## src/rtl/gray_ptr_receiver_pkg.sv

```systemverilog
`default_nettype none
// ============================================================================
//  Module      : gray_ptr_receiver_pkg
//  Description : Shared FSM state encodings and a popcount helper for the
//                Gray pointer receiver.
//  Revision    : 1.0 - initial release
// ============================================================================
package gray_ptr_receiver_pkg;

  // Receiver FSM: wait for the synchronizer to fill, capture a baseline, run.
  localparam logic [1:0] S_FILL = 2'd0;
  localparam logic [1:0] S_BASE = 2'd1;
  localparam logic [1:0] S_RUN  = 2'd2;

  // Number of set bits in a word; callers zero-extend narrower vectors.
  function automatic logic [5:0] popcount(input logic [31:0] v);
    logic [5:0] n;
    n = '0;
    for (int i = 0; i < 32; i++) begin
      n = n + 6'(v[i]);
    end
    return n;
  endfunction

endpackage
`default_nettype wire

```

## src/rtl/gray_ptr_receiver_if.sv

```systemverilog
`default_nettype none
// ============================================================================
//  Module      : gray_ptr_receiver_if
//  Description : Gray input word, clear request and change-report outputs.
//  Revision    : 1.0 - initial release
// ============================================================================
interface gray_ptr_receiver_if #(
  parameter int WIDTH     = 4,
  parameter int CNT_WIDTH = 16
);
  logic [WIDTH-1:0]     iwv_gray;
  logic                 iw_clear;
  logic [WIDTH-1:0]     owv_gray;
  logic [WIDTH-1:0]     owv_bin;
  logic                 ow_valid;
  logic [WIDTH-1:0]     owv_delta;
  logic                 ow_up;
  logic                 ow_skip;
  logic                 ow_err_sticky;
  logic [CNT_WIDTH-1:0] owv_events;

  // Consumer side: drives the Gray word and clear, observes reports.
  modport master (
    output iwv_gray, iw_clear,
    input  owv_gray, owv_bin, ow_valid, owv_delta, ow_up, ow_skip,
           ow_err_sticky, owv_events
  );

  // Receiver side.
  modport slave (
    input  iwv_gray, iw_clear,
    output owv_gray, owv_bin, ow_valid, owv_delta, ow_up, ow_skip,
           ow_err_sticky, owv_events
  );
endinterface
`default_nettype wire

```

## src/rtl/gray_sync_chain.sv

```systemverilog
`default_nettype none
// ============================================================================
//  Module      : gray_sync_chain
//  Description : Multi-flop synchronizer for an asynchronous Gray word.
//  Revision    : 1.0 - initial release
// ============================================================================
module gray_sync_chain #(
  parameter int WIDTH       = 4,
  parameter int SYNC_STAGES = 2
) (
  input  wire logic             iw_clk,
  input  wire logic             iw_reset_n,
  input  wire logic [WIDTH-1:0] iwv_gray,
  output logic      [WIDTH-1:0] owv_gray
);

  logic [SYNC_STAGES-1:0][WIDTH-1:0] r_stage;

  // Shift the foreign word through SYNC_STAGES flops; stage 0 is metastable-prone.
  always_ff @(posedge iw_clk or negedge iw_reset_n) begin
    if (!iw_reset_n) begin
      r_stage <= '0;
    end else begin
      r_stage <= {r_stage[SYNC_STAGES-2:0], iwv_gray};
    end
  end

  assign owv_gray = r_stage[SYNC_STAGES-1];

endmodule
`default_nettype wire

```

## src/rtl/gray_ptr_receiver.sv

```systemverilog
`default_nettype none
// ============================================================================
//  Module      : gray_ptr_receiver
//  Description : Synchronizes a foreign-domain Gray pointer, decodes it and
//                reports each change with step, direction, skip flag and a
//                saturating event count.
//  Revision    : 1.0 - initial release
// ============================================================================
module gray_ptr_receiver
  import gray_ptr_receiver_pkg::*;
#(
  parameter int WIDTH       = 4,
  parameter int SYNC_STAGES = 2,
  parameter int CNT_WIDTH   = 16
) (
  input  wire logic          iw_clk,
  input  wire logic          iw_reset_n,
  gray_ptr_receiver_if.slave bus
);

  localparam int                c_FILL_W    = $clog2(SYNC_STAGES + 1);
  localparam logic [c_FILL_W-1:0] c_FILL_LAST = c_FILL_W'(SYNC_STAGES - 1);

  logic [WIDTH-1:0]     w_sync_gray;
  logic [WIDTH-1:0]     w_sync_bin;
  logic [WIDTH-1:0]     w_diff;
  logic [WIDTH-1:0]     w_delta;
  logic                 w_changed;
  logic                 w_multi;
  logic [1:0]           r_state;
  logic [1:0]           w_next_state;
  logic [c_FILL_W-1:0]  r_fill;
  logic                 w_capture;
  logic                 w_report;
  logic [WIDTH-1:0]     r_prev_gray;
  logic [WIDTH-1:0]     r_prev_bin;
  logic                 r_valid;
  logic                 r_skip;
  logic [WIDTH-1:0]     r_delta;
  logic                 r_up;
  logic                 r_sticky;
  logic [CNT_WIDTH-1:0] r_events;

  gray_sync_chain #(
    .WIDTH       (WIDTH),
    .SYNC_STAGES (SYNC_STAGES)
  ) u_sync (
    .iw_clk     (iw_clk),
    .iw_reset_n (iw_reset_n),
    .iwv_gray   (bus.iwv_gray),
    .owv_gray   (w_sync_gray)
  );

  // Gray-to-binary: each binary bit is the XOR of all Gray bits from the MSB down.
  for (genvar i = 0; i < WIDTH; i++) begin : g_decode
    assign w_sync_bin[i] = ^w_sync_gray[WIDTH-1:i];
  end

  // Modular step and bit-distance against the last reported sample.
  assign w_diff    = w_sync_gray ^ r_prev_gray;
  assign w_changed = |w_diff;
  assign w_multi   = popcount(32'(w_diff)) > 6'd1;
  assign w_delta   = w_sync_bin - r_prev_bin;

  // FSM state register plus fill counter that times the synchronizer warm-up.
  always_ff @(posedge iw_clk or negedge iw_reset_n) begin
    if (!iw_reset_n) begin
      r_state <= S_FILL;
      r_fill  <= '0;
    end else begin
      r_state <= w_next_state;
      r_fill  <= (r_state == S_FILL) ? r_fill + 1'b1 : '0;
    end
  end

  // Next-state: a clear while running forces a fresh baseline capture.
  always_comb begin
    w_next_state = r_state;
    case (r_state)
      S_FILL:  if (r_fill == c_FILL_LAST) w_next_state = S_BASE;
      S_BASE:  w_next_state = S_RUN;
      S_RUN:   if (bus.iw_clear) w_next_state = S_BASE;
      default: w_next_state = S_FILL;
    endcase
  end

  // FSM outputs: baseline capture, or a change report unless clear overrides it.
  always_comb begin
    w_capture = 1'b0;
    w_report  = 1'b0;
    case (r_state)
      S_BASE:  w_capture = 1'b1;
      S_RUN:   w_report  = w_changed && !bus.iw_clear;
      default: ;
    endcase
  end

  // Report datapath: pulses, held step/direction, sticky error and saturating count.
  always_ff @(posedge iw_clk or negedge iw_reset_n) begin
    if (!iw_reset_n) begin
      r_prev_gray <= '0;
      r_prev_bin  <= '0;
      r_valid     <= 1'b0;
      r_skip      <= 1'b0;
      r_delta     <= '0;
      r_up        <= 1'b0;
      r_sticky    <= 1'b0;
      r_events    <= '0;
    end else begin
      r_valid <= w_report;
      r_skip  <= w_report && w_multi;
      if (w_capture || w_report) begin
        r_prev_gray <= w_sync_gray;
        r_prev_bin  <= w_sync_bin;
      end
      if (w_report) begin
        r_delta <= w_delta;
        r_up    <= ~w_delta[WIDTH-1];
      end
      if (bus.iw_clear) begin
        r_sticky <= 1'b0;
        r_events <= '0;
      end else if (w_report) begin
        if (w_multi) r_sticky <= 1'b1;
        if (r_events != {CNT_WIDTH{1'b1}}) r_events <= r_events + 1'b1;
      end
    end
  end

  assign bus.owv_gray      = r_prev_gray;
  assign bus.owv_bin       = r_prev_bin;
  assign bus.ow_valid      = r_valid;
  assign bus.owv_delta     = r_delta;
  assign bus.ow_up         = r_up;
  assign bus.ow_skip       = r_skip;
  assign bus.ow_err_sticky = r_sticky;
  assign bus.owv_events    = r_events;

endmodule
`default_nettype wire
```

## src/flat_wrapper.sv

```systemverilog
// flat-port wrapper written by rule: the top's interface ports become plain ports
module gray_ptr_receiver_flat import gray_ptr_receiver_pkg::*;
#(
  parameter int WIDTH       = 4,
  parameter int SYNC_STAGES = 2,
  parameter int CNT_WIDTH   = 16
)
  (iw_clk, iw_reset_n, bus_iwv_gray, bus_iw_clear, bus_owv_gray, bus_owv_bin, bus_ow_valid, bus_owv_delta, bus_ow_up, bus_ow_skip, bus_ow_err_sticky, bus_owv_events);
  gray_ptr_receiver_if #(.WIDTH(WIDTH), .CNT_WIDTH(CNT_WIDTH)) bus_i ();
  input  wire logic iw_clk;
  input  wire logic iw_reset_n;
  input wire logic [$bits(bus_i.iwv_gray)-1:0] bus_iwv_gray;
  input wire logic [$bits(bus_i.iw_clear)-1:0] bus_iw_clear;
  output wire logic [$bits(bus_i.owv_gray)-1:0] bus_owv_gray;
  output wire logic [$bits(bus_i.owv_bin)-1:0] bus_owv_bin;
  output wire logic [$bits(bus_i.ow_valid)-1:0] bus_ow_valid;
  output wire logic [$bits(bus_i.owv_delta)-1:0] bus_owv_delta;
  output wire logic [$bits(bus_i.ow_up)-1:0] bus_ow_up;
  output wire logic [$bits(bus_i.ow_skip)-1:0] bus_ow_skip;
  output wire logic [$bits(bus_i.ow_err_sticky)-1:0] bus_ow_err_sticky;
  output wire logic [$bits(bus_i.owv_events)-1:0] bus_owv_events;
  assign bus_i.iwv_gray = bus_iwv_gray;
  assign bus_i.iw_clear = bus_iw_clear;
  assign bus_owv_gray = bus_i.owv_gray;
  assign bus_owv_bin = bus_i.owv_bin;
  assign bus_ow_valid = bus_i.ow_valid;
  assign bus_owv_delta = bus_i.owv_delta;
  assign bus_ow_up = bus_i.ow_up;
  assign bus_ow_skip = bus_i.ow_skip;
  assign bus_ow_err_sticky = bus_i.ow_err_sticky;
  assign bus_owv_events = bus_i.owv_events;
  gray_ptr_receiver #(.WIDTH(WIDTH), .SYNC_STAGES(SYNC_STAGES), .CNT_WIDTH(CNT_WIDTH)) u_core (.iw_clk(iw_clk), .iw_reset_n(iw_reset_n), .bus(bus_i));
endmodule
```

## config.mk

```make
export PLATFORM = sky130hd
export DESIGN_NAME = gray_ptr_receiver_flat
export DESIGN_NICKNAME = d
export VERILOG_FILES = /design/src/rtl/gray_ptr_receiver_pkg.sv /design/src/rtl/gray_ptr_receiver_if.sv /design/src/rtl/gray_sync_chain.sv /design/src/rtl/gray_ptr_receiver.sv /design/src/flat_wrapper.sv
export SDC_FILE = /design/constraint.sdc
export NUM_CORES = 1
export LEC_CHECK = 0
export BUFFER_PORTS_ARGS = -buffer_cell sky130_fd_sc_hd__buf_2
export CAP_MARGIN = 20
export CORE_MARGIN = 3
export CORE_UTILIZATION = 55
export DETAILED_ROUTE_END_ITERATION = 16
export GPL_TIMING_DRIVEN = 0
export PLACE_DENSITY = 0.82
export REMOVE_ABC_BUFFERS = 1
export SLEW_MARGIN = 10
export SYNTH_ARGS = -nofsm -noshare
export SYNTH_HDL_FRONTEND = slang
export SYNTH_HIERARCHICAL = 1
export SYNTH_SLANG_ARGS = --single-unit
export TNS_END_PERCENT = 30
```

## constraint.sdc

```tcl
create_clock -name iw_clk -period 4.1 [get_ports iw_clk]
set_input_delay 0 -clock iw_clk [delete_from_list [all_inputs] [get_ports iw_clk]]
set_output_delay 0 -clock iw_clk [all_outputs]
set_load 0.01 [all_outputs]
```

==> metrics, run 1 <==
Synth Area in Adders=0.0547; multiplexer share of the synthesized area=0.0410; global placer's final weighted congestion=0.791; GR Util met3=0.0378; Ant. Diodes=0; clock power share=0.213; FFs w/ async S/R, synth=1.00; Seq pwr share=0.446; Sink Count=43; switching share of power=0.359; H-tree depth=2; P_sw=0.472 mW; worst setup margin=1870 ps; Post-Synth XOR/XNOR Area=0.0333; PwrDens=540 nW/µm²; fin crit share=0.543; Fillers=283; Setup TNS=0 ps; Port Buf Inserts=38; outcome=finished clean; synthesized instance count=194; Fin. Hold Viols=0; DR vias=1677; CP Data Required Time=4290 ps; sequential-to-total area share from yosys stat=0.511; insertion delay to the later sink of the worst-skew pair=300 ps; Top FF cell, synth=dfrtp_1; FF-to-FF path depth=8; average wire per standard cell=15.4 µm; main combinational cell family by area after synthesis=simple AND/OR/NAND/NOR gates; fmax=0.449 GHz; Startpoint Class=flop; Worst VDD drop=476 µV; hold_buf cts=5; post-layout net count=247; CTS tree=built; Int Pwr=0.842 mW; Area Growth Syn to Fin=15.5%; met1 usage in global routing=0.258; vias in the first global route=1595; DIE WIDTH=67.9 µm; Pwr Total=1.31 mW; Syn. warnings=6; share of layout cells above drive strength 1=0.232; final wirelength=4310 µm; Place WS=1890 ps; Hold Worst Slack=61.9 ps; cell area after synthesis=2110 µm²; global-route usage over all layers=0.208; pins over their slew limit=0; grt ovf=0; Yosys reg bits=43; num ports=39; Pleak=1.16 nW; min-delay worst type=input port to flop; # rows=21; max-cap violations=0; Post-Syn Area per Cell=10.9 µm²; TritonCTS buffer count=5; GRT busiest layer=met2; routing usage on met2=0.365; clock-pin slew on the worst setup and hold paths=90 ps; Synth Area in Compound Gates=0.136; root buffer cell=clkbuf_8; setup violators final=0; number of routed nets with antenna violations=0; fin crit period=2230 ps; CTS-repair resized insts=0; # Post-CTS Setup Buffers=0; vias per std cell=6.01; DRT Pass-1 Iters=4; number of flops mapped to enable cells by yosys=0; RSZ-0062 raised after global routing=no; Rel. slew slack=0.392; initial antenna violation count=0; skew final=7.65 ps; CP max FO=3; first-pass GRT wire length=7130 µm; Die H=67.9 µm; largest net degree at the start of global routing=44; Initial DRC Count=179; drt drc=0; simple-gate share of the synthesized area=0.165; Critical Path End Type=flop; Gate power share=0.342; Initial Util=0.598; Yosys cell types=43; Detailed Place HPWL=2940 µm; Hold Path Depth=2; clock buffer depth=2; die area=4610 µm²; WP data arrival=2420 ps; Setup CP Type=flop to flop; Worst-Margin Slew=913 ps; core box area=3520 µm²
area by class of cell:
class	instances	area [µm²]	share of cell area
clock buffer	5	68.8	0.0283
multi-input combinational	125	913	0.376
clock inverter	3	23.8	0.00977
sequential	43	1080	0.442
inverter	14	52.6	0.0216
timing repair buffer	43	240	0.0988
tap	46	57.6	0.0237
worst paths after layout:
check	from	to	slack (ps)
worst max-delay path	u_core/u_sync/owv_gray[2]	u_core/bus.ow_up	1870
worst min-delay path	bus_iw_clear	u_core/bus.owv_events[5]	60
worst max register to register	u_core/u_sync/owv_gray[2]	u_core/bus.ow_up	1870
worst min register to register	u_core/u_sync/r_stage[2]	u_core/u_sync/owv_gray[2]	350
max in group asynchronous	iw_reset_n	u_core/bus.owv_events[10]	3160
min in group asynchronous	iw_reset_n	u_core/bus.owv_events[9]	360
metrics by stage:
step,instance area (µm²),std cells,utilization
6_report,2430,279,0.691
3_5_place_dp,2290,266,0.650
5_1_grt,2430,279,0.691
2_1_floorplan,2030,182,-
4_1_cts,2430,279,0.691
3_3_place_gp,2280,266,0.648
routing by layer:
metal / wire [µm] / up-vias
met2: 2220 / 50
met4: 48 / 0
met1: 1810 / 829
met3: 232 / 5
met5: 0 / -
li1: - / 793
Yosys cell counts, types with 4 or more instances:
master / n / share of area
or4_1: 4 / 0.014
mux2_2: 5 / 0.027
nand2_1: 9 / 0.016
o41ai_1: 4 / 0.017
clkbuf_1: 5 / 0.0089
a21oi_1: 8 / 0.019
and3_1: 5 / 0.015
nor2_1: 4 / 0.0071
inv_1: 14 / 0.025
buf_4: 5 / 0.018
nand4_1: 5 / 0.015
o21ai_0: 8 / 0.019
xor2_1: 4 / 0.017
xnor2_1: 4 / 0.017
nor3_1: 11 / 0.026
ha_1: 6 / 0.036
dfrtp_1: 43 / 0.51
nand3_1: 8 / 0.019
placed cells by master, fill, tap and decap left out, drive strengths merged, types with 2 or more instances in the layout:
cell         instances
nand4                5
nor2b                2
xor2                 4
nor4                 3
inv                 15
nor2                 4
and3                 5
xnor2                4
a21oi                8
clkbuf               5
buf                 38
o311ai               3
dlygate4sd3          5
a31oi                2
fa                   2
ha                   6
o41ai                4
o21a                 3
mux2i                3
and2                 2
clkinvlp             2
or4                  4
dfrtp               43
o21ai                8
mux2                 5
nand2b               2
a311oi               2
o31ai                3
nand2                9
and4                 3
nand3                8
nor3                11
power groups by stage:
| stage | combinational, mW | sequential, mW | clock, mW |
|---|---|---|---|
| CTS | 0.456 | 0.586 | 0.283 |
| finish | 0.449 | 0.586 | 0.279 |
| global placement | 0.428 | 0.589 | 0 |
| global route | 0.508 | 0.598 | 0.302 |
| floorplan | 0.260 | 0.621 | 0 |
| detailed placement | 0.450 | 0.593 | 0 |
kinds of logic after synthesis:
| kind of cell | Yosys count |
|---|---|
| buffers and inverters | 26 |
| muxes | 8 |
| adders and majority gates | 8 |
| and+or+nand+nor | 61 |
| xor gates and xnor gates | 8 |
| AOI/OAI and AO/OA | 40 |
| DFF | 43 |
worst max-delay path, stage by stage (launching register included):
cell and delay [ps]:
dfrtp_1 420, xor2_1 280, xor2_1 310, xnor2_1 190, ha_1 220, nor2b_1 50, o21ai_0 230, a21oi_1 130
o31a_1 280
state kept, by name, summed over array words and instances (netlist names):
| name | count |
|---|---|
| u_core/bus.ow_valid | 1 |
| u_core/r_state | 2 |
| u_core/bus.ow_err_sticky | 1 |
| u_core/bus.ow_skip | 1 |
| u_core/bus.owv_events | 16 |
| u_core/bus.owv_delta | 4 |
| u_core/bus.ow_up | 1 |
| u_core/u_sync/r_stage | 4 |
| u_core/u_sync/owv_gray | 4 |
| u_core/bus.owv_gray | 4 |
| u_core/r_fill | 2 |
| u_core/bus.owv_bin | 3 |
Power figures use the tool's default switching activity.
==> inputs of run 2 (changes only) <==
--- a/config.mk
+++ b/config.mk
@@ -8,10 +8,10 @@
 export BUFFER_PORTS_ARGS = -buffer_cell sky130_fd_sc_hd__buf_2
 export CAP_MARGIN = 20
 export CORE_MARGIN = 3
-export CORE_UTILIZATION = 55
+export CORE_UTILIZATION = 49
 export DETAILED_ROUTE_END_ITERATION = 16
 export GPL_TIMING_DRIVEN = 0
-export PLACE_DENSITY = 0.82
+export PLACE_DENSITY = 0.78
 export REMOVE_ABC_BUFFERS = 1
 export SLEW_MARGIN = 10
 export SYNTH_ARGS = -nofsm -noshare
==> constraint.sdc (replaced) <==
create_clock -name iw_clk -period 1.9 [get_ports iw_clk]
set_input_delay 0 -clock iw_clk [delete_from_list [all_inputs] [get_ports iw_clk]]
set_output_delay 0 -clock iw_clk [all_outputs]
set_load 0.01 [all_outputs]
==> run 2 against run 1 <==
  * The run now ends with setup timing left
  * Power rose by 150%
  * Sequential power rose by 120%
  * Critical path depth did not move
  * Wire length rose by 23%
  * Clock skew fell by 1.2 ps
  * Maximum frequency rose by 13%
  * Utilization fell by 0.25 points
  * Worst hold slack improved by 16 ps
  * Setup slack got worse by 1900 ps
  * Clock power rose by 110%
  * First-iteration DRC count rose by 20%
  * Sequential share of layout area fell by 5.7 points
==> metrics, run 2 (synthesized netlist as in run 1, its figures left out) <==
Gate power share=0.423 (+0.081); worst hold start=bus_iw_clear; CP max FO=3 (unchanged); Fillers=279 (-1.4%); clock power share=0.179 (-0.034); Die H=71.6 µm (+5.4%); core box area=4090 µm² (+16%); average wire per standard cell=17.3 µm (+12%); H-tree depth=2 (unchanged); fin util=0.688 (-0.00253); vias in the first global route=1595 (unchanged); post-layout net count=270 (+9.3%); crit path max-delay cell type=dfrtp_1; grt ovf=0 (unchanged); share of layout cells above drive strength 1=0.422 (+0.190); # rows=23 (+9.5%); RSZ-0062 raised after global routing=yes; Startpoint Class=flop; RR Endpoint=u_core/bus.ow_up; Ant. Diodes=0 (unchanged); WP data arrival=2170 ps (-250 ps); clock-pin slew on the worst setup and hold paths=90 ps (about the same); FF-to-FF path depth=8 (unchanged); DIE WIDTH=71.6 µm (+5.4%); Initial DRC Count=214 (+20%); Initial Util=0.515 (-0.0828); Int Pwr=2.08 mW (+150%); min-delay worst type=input port to flop; die area=5120 µm² (+11%); most frequent cells in the layout=buf_2, dfrtp_1, buf_4; final wirelength=5300 µm (+23%); max FFs per register=16 (unchanged); launching point of the worst reg2reg path=u_core/u_sync/owv_gray[2]; setup violators final=6 (+6); num ports=39 (unchanged); CTS tree=built; initial antenna violation count=0 (unchanged); Critical Path End Type=flop; Seq pwr share=0.398 (-0.048); sequence of cells on the critical path=xor2_2 > xor2_2 > xnor2_2 > ha_2 > nor2b_1 > o21ai_1 > and3_1 > o31a_1; Pleak=1.30 nW (+12%); Worst VDD drop=633 µV (+33%); most common cell after layout, fill and taps aside=buf_2; critical path launch point=u_core/u_sync/owv_gray[2]; max-cap violations=0 (unchanged); CP Data Required Time=2100 ps (-2190 ps); root buffer cell=clkbuf_8; Area Growth Syn to Fin=33.6%; worst setup margin=-72.5 ps (-1940 ps); DR vias=1844 (+10%); max incr delay on CP=420 ps (about the same); fin crit period=1970 ps (-255 ps); Post-Layout Cell Count=306 (+9.7%); switching share of power=0.364 (+0.00466); family with the most delay on the worst path=XOR/XNOR gates; flop-to-flop setup slack=-70 ps (-1940 ps); outcome=finished with violations; P_sw=1.19 mW (+150%); drt drc=0 (unchanged); fmax=0.507 GHz (+13%); largest net degree at the start of global routing=44 (unchanged); skew final=6.46 ps (-1.19 ps); insertion delay to the later sink of the worst-skew pair=300 ps (about the same); DRT Pass-1 Iters=5 (+1); PwrDens=1160 nW/µm² (+110%); global-route usage over all layers=0.194 (-0.0140); Setup CP Type=flop to flop; number of routed nets with antenna violations=0 (unchanged); fin crit share=1.04 (+0.495); CP bufs+invs=0 (unchanged); global placer's final weighted congestion=0.825 (+4.3%); Rel. slew slack=0.381 (-0.0102); Critical Path Stages=8 (unchanged); first-pass GRT wire length=7660 µm (+7.4%); TritonCTS buffer count=5 (unchanged); Placed Cells=270 (+1.5%); pins over their slew limit=0 (unchanged); Worst-Margin Slew=928 ps (+15.3 ps); Fin. Hold Viols=0 (unchanged); Worst path most repeated cell=xor2_2; Port Buf Inserts=38 (unchanged); Place WS=-309 ps (-2200 ps); violated checks=setup timing; Detailed Place HPWL=2840 µm (-3.2%); Sink Count=43 (unchanged); clock buffer depth=2 (unchanged); CP endpoint=u_core/bus.ow_up; vias per std cell=6.03 (+0.26%)
run 2: cell types whose count changed in the layout (fill, tap and decap cells not counted), moves of 4 or more:
cell     change
xnor2_1      -4
dfrtp_2      +6
dfrtp_1      -6
buf_4       +17
run 2: how the worst min path moves through the flow:
stage	end	slack [ps]	cells past startpoint
after floorplan	u_core/bus.ow_err_sticky	-300	0
after global placement	u_core/u_sync/r_stage[0]	110	1
after detailed placement	u_core/u_sync/r_stage[1]	110	1
after CTS	u_core/bus.owv_events[0]	60	2
after global routing	u_core/bus.owv_events[15]	110	2
final	u_core/bus.owv_events[15]	80	2
run 2: what timing repair did:
action	CTS	global route
hold buffers	5	0
buffers inserted	9	12
resized for setup	12	34
endpoints found under the hold margin	47	0
pin swaps	10	19
cloned	1	1
setup endpoints to repair	26	23
run 2: area by class of cell:
type                       count  area (µm²)  share of cell area
tap                           50        62.6              0.0222
timing repair buffer          64         422               0.150
inverter                      14        56.3              0.0200
sequential                    43        1080               0.385
clock inverter                 3        20.0             0.00712
multi-input combinational    127        1100               0.391
clock buffer                   5        68.8              0.0245
run 2: power by group through the flow:
stage,clock (mW),combinational (mW),sequential [mW]
after global placement,0,0.937,1.27
final,0.584,1.38,1.30
after global routing,0.636,1.51,1.33
after floorplan,0,0.560,1.34
after detailed placement,0,0.948,1.28
after CTS,0.593,1.05,1.26
run 2: worst register-to-register path, delay by kind of cell (launching register included):
| family | cells | cell delay [ps] |
|---|---|---|
| xor+xnor | 3 | 610 |
| flops | 1 | 420 |
| compound gates | 2 | 370 |
| simple gates | 2 | 280 |
| fa+ha+maj | 1 | 200 |
run 2: metal layers:
metal	global-route usage	wire length, µm	vias to the layer above
met1	0.270	2120	878
met4	0.0877	156	0
met5	0	0	-
met2	0.289	2570	113
met3	0.0477	448	22
li1	-	-	831
run 2: metrics by stage:
step / area, µm² / power (mW) / hold WS, ps / setup TNS (ps)
global placement: 2290 / 2.21 / 108 / -7600
floorplan: 2030 / 1.90 / -296 / -1280
global route: 2810 / 3.48 / 114 / -997
finish: 2810 / 3.26 / 78.2 / -161
CTS: 2560 / 2.90 / 60.6 / -220
detailed placement: 2290 / 2.23 / 109 / -4720
